File: src/rtl/fetch_sequencer.sv
// Fetch controller: issues one instruction-memory fetch at a time, hands words to decode,
// and turns execute redirects into program-counter stall/branch/jump controls.
module fetch_sequencer #(
    parameter int unsigned INSTR_ADDR_WIDTH = 32,
    parameter int unsigned INSTR_WIDTH      = 32,
    parameter int unsigned CNT_WIDTH        = 16
) (
    input  logic                        clk,
    input  logic                        async_rst_n,
    input  logic                        clk_en,
    input  logic [INSTR_ADDR_WIDTH-1:0] pc_addr,
    output logic                        pc_stall,
    output logic                        pc_branch_en,
    output logic                        pc_jump_en,
    output logic                        imem_req_valid,
    input  logic                        imem_req_ready,
    output logic [INSTR_ADDR_WIDTH-1:0] imem_req_addr,
    input  logic                        imem_rsp_valid,
    input  logic [INSTR_WIDTH-1:0]      imem_rsp_data,
    output logic                        instr_valid,
    input  logic                        instr_ready,
    output logic [INSTR_WIDTH-1:0]      instr_data,
    output logic [INSTR_ADDR_WIDTH-1:0] instr_addr,
    input  logic                        redirect_valid,
    input  logic                        redirect_is_branch,
    input  logic [4:0]                  redirect_cond,
    input  logic [4:0]                  flags,
    output logic [CNT_WIDTH-1:0]        taken_count
);

    localparam logic [CNT_WIDTH-1:0] CNT_MAX = '1;

    typedef enum logic [2:0] {
        S_IDLE,
        S_REQ,
        S_WAIT,
        S_HOLD,
        S_FLUSH
    } state_t;

    state_t                        state_q;
    state_t                        state_d;
    logic                          req_valid_d;
    logic [INSTR_ADDR_WIDTH-1:0]   req_addr_d;
    logic                          instr_valid_d;
    logic [INSTR_WIDTH-1:0]        instr_data_d;
    logic [INSTR_ADDR_WIDTH-1:0]   instr_addr_d;
    logic [CNT_WIDTH-1:0]          taken_count_d;

    logic                          cond_met_c;
    logic                          taken_c;
    logic                          advance_c;
    logic                          req_fire_c;

    // Redirect resolution and program-counter controls
    always_comb begin
        cond_met_c   = (redirect_cond == 5'b00000) || (|(redirect_cond & flags));
        taken_c      = clk_en && redirect_valid && cond_met_c;
        advance_c    = clk_en && instr_valid && instr_ready && !taken_c;
        req_fire_c   = imem_req_valid && imem_req_ready;
        pc_branch_en = taken_c && redirect_is_branch;
        pc_jump_en   = taken_c && !redirect_is_branch;
        pc_stall     = !(taken_c || advance_c);
    end

    // Next state and next values of all registered outputs
    always_comb begin
        state_d       = state_q;
        req_valid_d   = imem_req_valid;
        req_addr_d    = imem_req_addr;
        instr_valid_d = instr_valid;
        instr_data_d  = instr_data;
        instr_addr_d  = instr_addr;
        taken_count_d = taken_count;

        if (taken_c && (taken_count != CNT_MAX)) begin
            taken_count_d = taken_count + CNT_WIDTH'(1);
        end

        unique case (state_q)
            S_IDLE: begin
                state_d = S_REQ;
            end
            // First REQ cycle samples pc_addr after any counter update has settled
            S_REQ: begin
                if (taken_c) begin
                    req_valid_d = 1'b0;
                    if (req_fire_c) begin
                        state_d = S_FLUSH;
                    end
                end else if (req_fire_c) begin
                    req_valid_d = 1'b0;
                    state_d     = S_WAIT;
                end else if (!imem_req_valid) begin
                    req_valid_d = 1'b1;
                    req_addr_d  = pc_addr;
                end
            end
            S_WAIT: begin
                if (imem_rsp_valid) begin
                    if (taken_c) begin
                        state_d = S_REQ;
                    end else begin
                        state_d       = S_HOLD;
                        instr_valid_d = 1'b1;
                        instr_data_d  = imem_rsp_data;
                        instr_addr_d  = imem_req_addr;
                    end
                end else if (taken_c) begin
                    state_d = S_FLUSH;
                end
            end
            S_HOLD: begin
                if (taken_c || instr_ready) begin
                    instr_valid_d = 1'b0;
                    state_d       = S_REQ;
                end
            end
            S_FLUSH: begin
                if (imem_rsp_valid) begin
                    state_d = S_REQ;
                end
            end
            default: begin
                state_d = S_IDLE;
            end
        endcase
    end

    // State and output registers; clk_en low freezes everything
    always_ff @(posedge clk or negedge async_rst_n) begin
        if (!async_rst_n) begin
            state_q        <= S_IDLE;
            imem_req_valid <= 1'b0;
            imem_req_addr  <= '0;
            instr_valid    <= 1'b0;
            instr_data     <= '0;
            instr_addr     <= '0;
            taken_count    <= '0;
        end else if (clk_en) begin
            state_q        <= state_d;
            imem_req_valid <= req_valid_d;
            imem_req_addr  <= req_addr_d;
            instr_valid    <= instr_valid_d;
            instr_data     <= instr_data_d;
            instr_addr     <= instr_addr_d;
            taken_count    <= taken_count_d;
        end
    end

endmodule

File: config.mk
export PLATFORM = sky130hd
export DESIGN_NAME = fetch_sequencer
export DESIGN_NICKNAME = d
export VERILOG_FILES = /design/src/rtl/fetch_sequencer.sv
export SDC_FILE = /design/constraint.sdc
export NUM_CORES = 1
export LEC_CHECK = 0
export CAP_MARGIN = 5
export CORE_MARGIN = 4
export CORE_UTILIZATION = 25
export CTS_BUF_LIST = sky130_fd_sc_hd__clkbuf_16
export DETAILED_ROUTE_END_ITERATION = 10
export PLACE_DENSITY_LB_ADDON = 0.1
export SLEW_MARGIN = 5
export SYNTH_ARGS = -nofsm -noshare
export SYNTH_HDL_FRONTEND = slang
export SYNTH_SLANG_ARGS = --single-unit
File: constraint.sdc
create_clock -name clk -period 2.8 [get_ports clk]
set_input_delay 0.42 -clock clk [delete_from_list [all_inputs] [get_ports clk]]
set_output_delay 0.42 -clock clk [all_outputs]
set_load 0.02 [all_outputs]
==> results of run 1 <==
## cell usage in the layout (no fill, tap or decap), drive strengths merged, types with 2 or more instances in the layout
| cell type | instances |
|---|---|
| a211oi | 2 |
| xnor2 | 6 |
| clkbuf | 17 |
| clkdlybuf4s50 | 196 |
| or3 | 2 |
| nand2b | 4 |
| nand2 | 19 |
| xor2 | 8 |
| dfrtp | 117 |
| a22o | 2 |
| nor3b | 2 |
| nand3 | 3 |
| nor3 | 5 |
| nand4 | 7 |
| buf | 15 |
| nor4 | 2 |
| a21oi | 4 |
| inv | 5 |
| clkinv | 7 |
| bufinv | 5 |
| a31o | 2 |
| nand3b | 2 |
| nor2 | 5 |
| and3 | 3 |
| o21ai | 3 |
| mux2 | 98 |
## registers in the layout, indices dropped and copies added, names as in the netlist
| register | flops |
|---|---|
| imem_req_valid | 1 |
| instr_addr | 32 |
| state_q | 3 |
| imem_req_addr | 32 |
| instr_valid | 1 |
| instr_data | 32 |
| taken_count | 16 |
## Yosys cell counts (2+ instances only)
| library cell | instances | area (sq um) |
|---|---|---|
| xnor2_1 | 6 | 52.6 |
| xor2_1 | 8 | 70.1 |
| or3_1 | 2 | 12.5 |
| nor3b_1 | 2 | 15.0 |
| inv_1 | 3 | 11.3 |
| mux2_1 | 50 | 563 |
| buf_6 | 5 | 56.3 |
| a22o_1 | 2 | 17.5 |
| nand4_1 | 7 | 43.8 |
| nor3_1 | 5 | 25.0 |
| nand2b_1 | 4 | 25.0 |
| o21ai_0 | 3 | 15.0 |
| nor4_1 | 2 | 12.5 |
| a21oi_1 | 4 | 20.0 |
| nand3b_1 | 2 | 15.0 |
| nand3_1 | 3 | 15.0 |
| nor2_1 | 5 | 18.8 |
| buf_2 | 5 | 25.0 |
| nand2_1 | 19 | 71.3 |
| and3_1 | 3 | 18.8 |
| dfrtp_1 | 117 | 2930 |
| mux2_2 | 48 | 541 |
| a31o_2 | 2 | 17.5 |
## where the power goes
group | total [mW] | switching [mW] | internal (mW)
logic | 3.42 | 1.58 | 1.84
clock network | 2.30 | 0.745 | 1.55
registers | 2.89 | 0.487 | 2.40
total | 8.61 | 2.81 | 5.79
## worst max path at each step
stage,from,endpoint,cells past startpoint
floorplan,flags[0],instr_addr[0],6
global route,redirect_cond[0],pc_stall,7
CTS,redirect_cond[0],pc_jump_en,6
finish,redirect_cond[2],pc_stall,7
detailed placement,redirect_cond[2],instr_data[11],7
global placement,redirect_cond[0],instr_data[10],7
## worst reg2reg max path: cells and delay by family (launching register included)
kind / cells / cell delay, ps
AO/OA/AOI/OAI: 1 / 270
buffers and inverters: 1 / 260
flip-flops: 1 / 440
multiplexers: 1 / 390
AND/OR/NAND/NOR: 2 / 600
## repair_timing
item	CTS	global route
hold endpoints to repair	0	0
hold buffers	0	0
resized for setup	0	1
setup endpoints to repair	0	1
## logic make-up after synthesis
family | after synthesis | share of synthesized area, %
DFF | 117 | 61.5
buffers and inverters | 14 | 2.10
and+or+nand+nor | 60 | 6.68
xor gates and xnor gates | 14 | 2.58
muxes | 99 | 23.4
AOI/OAI and AO/OA | 21 | 3.50
adders and majority gates | 1 | 0.263
## metrics by stage
| step | hold WS, ps | worst slack [ps] | instance area (sq um) |
|---|---|---|---|
| after floorplan | 124 | 571 | 4760 |
| after global placement | 444 | -53.5 | 7120 |
| after detailed placement | 451 | -100 | 7120 |
| after CTS | 2.92 | 78.1 | 7740 |
| after global routing | 22.7 | 29.8 | 7740 |
| final | -9.53 | 131 | 7740 |
## layout make-up
type | instances | area [sq um]
sequential | 117 | 2930
inverter | 3 | 11.3
clock inverter | 14 | 193
fill | 1745 | 11000
multi-input combinational | 195 | 1750
tap | 234 | 293
timing repair buffer | 212 | 2140
clock buffer | 17 | 425
## layer usage
metal,vias up,track usage [%]
met3,7,5.54
met5,-,0
met4,0,3.25
li1,1616,-
met1,1693,14.4
met2,116,20.1
==> metrics, run 1 <==
outcome=finished with violations; violated checks=negative hold slack; WP data arrival=2250 ps; met3 wire len=938 um; Top delay family on crit path=buffers and inverters; CTS tree=done; RePlAce Congestion=0.729; wire per inst=15.9 um; R2R Path Start=state_q[1]; final core occ=41.4%; CTS Buf Count=17; # placed instances=761; vias in the first global route=3,735; Reg2Reg Depth=5; Fin Clk Skew=9.03 ps; Power Dens Cells=1110 mW/mm^2; Die ar.=0.0213 sq mm; ys flop type=dfrtp_1; Synth Instances=326; Top Ports=199; input/output buffers=198; layout cell share with drive strength beyond 1=17.0%; DRT antenna net count=0; Mapped Avg Cell Area=14.6 sq um; Crit path largest cell delay=610 ps; Clock Sinks=117; Max Cap Viol=0; grt total ovfl=0; crit path launch type=input port; YS warnings=0; clock insertion delay at the later pin of the skew report=410 ps; syn_nets=409; Slew HR=63.7%; largest net degree at the start of global routing=48; Worst Path Required=2380 ps; Worst Path Max Fanout=4; Worst R2R Setup Slack=720 ps; WL final=12,600 um; detailed router's first-iteration violation count=54; Core ar.=0.0187 sq mm; actual slew at the worst max-slew pin=544 ps; WHS=-9.53 ps; register area share after synthesis=61.5%; P&R area growth vs syn=62.6%; Final setup viols=0; slowest stage cell, crit path=clkdlybuf4s50_1; clk buf depth=2; CP bufs+invs=2; Fin. Hold Viols=6; DRC=0; H-tree depth=4; Antenna Cells=0; Slew Limit Fails=0; Leakage=3.33 nW; Vias=3,432; clk root buf=clkbuf_16; first-pass GRT wire length=20,300 um; synthesis-stage register bit count=117; post-route setup TNS=0 ps; Final min period=2670 ps; Synth async-reset ratio=100%; Die Height=146 um; post-DP HPWL=9270 um; Die W=146 um; routed length on met2=6020 um; starting density of the core=25.5%; Crit path top cell by count=nand2_1; gr usage total=12.1%; VDD IR-drop max=469 uV; TritonRoute pass-1 iters=4; crit path cell chain=clkdlybuf4s50_1 -> a222oi_1 -> o211ai_2 -> nand2_1 -> nand2_1 -> nand2_1 -> clkdlybuf4s50_1; Non-Filler Instances=792; vias per cell=4.33; Post-synth EDFFs=0; post-CTS setup buffers=0; RSZ-0062 raised after global routing=false; total power=8.61 mW; Max Used Layer=met4; R2R Path End=imem_req_addr[4]; Hold Path Class=in2async; Max Fclk=375 MHz; Cell variety after synth=42; DRT met1 WL=5550 um; # rows=50; final cycle utilization of the critical path=95.3%; type of the worst setup path=in2out; initial antenna violation count=0; CP Capture Type=output port; Reg clk slew, reported paths=50 ps; cell area after synthesis=0.00476 sq mm; Final nets=629
No activity file was read; power rests on OpenSTA's default activity.
==> run 2: changes to the inputs <==
--- a/config.mk
+++ b/config.mk
@@ -5,6 +5,7 @@
 export SDC_FILE = /design/constraint.sdc
 export NUM_CORES = 1
 export LEC_CHECK = 0
+export ABC_CLOCK_PERIOD_IN_PS = 2800
 export CAP_MARGIN = 5
 export CORE_MARGIN = 4
 export CORE_UTILIZATION = 25
==> results of run 2 <==
The final DEF is identical to that of run 1; final timing and power are the same.
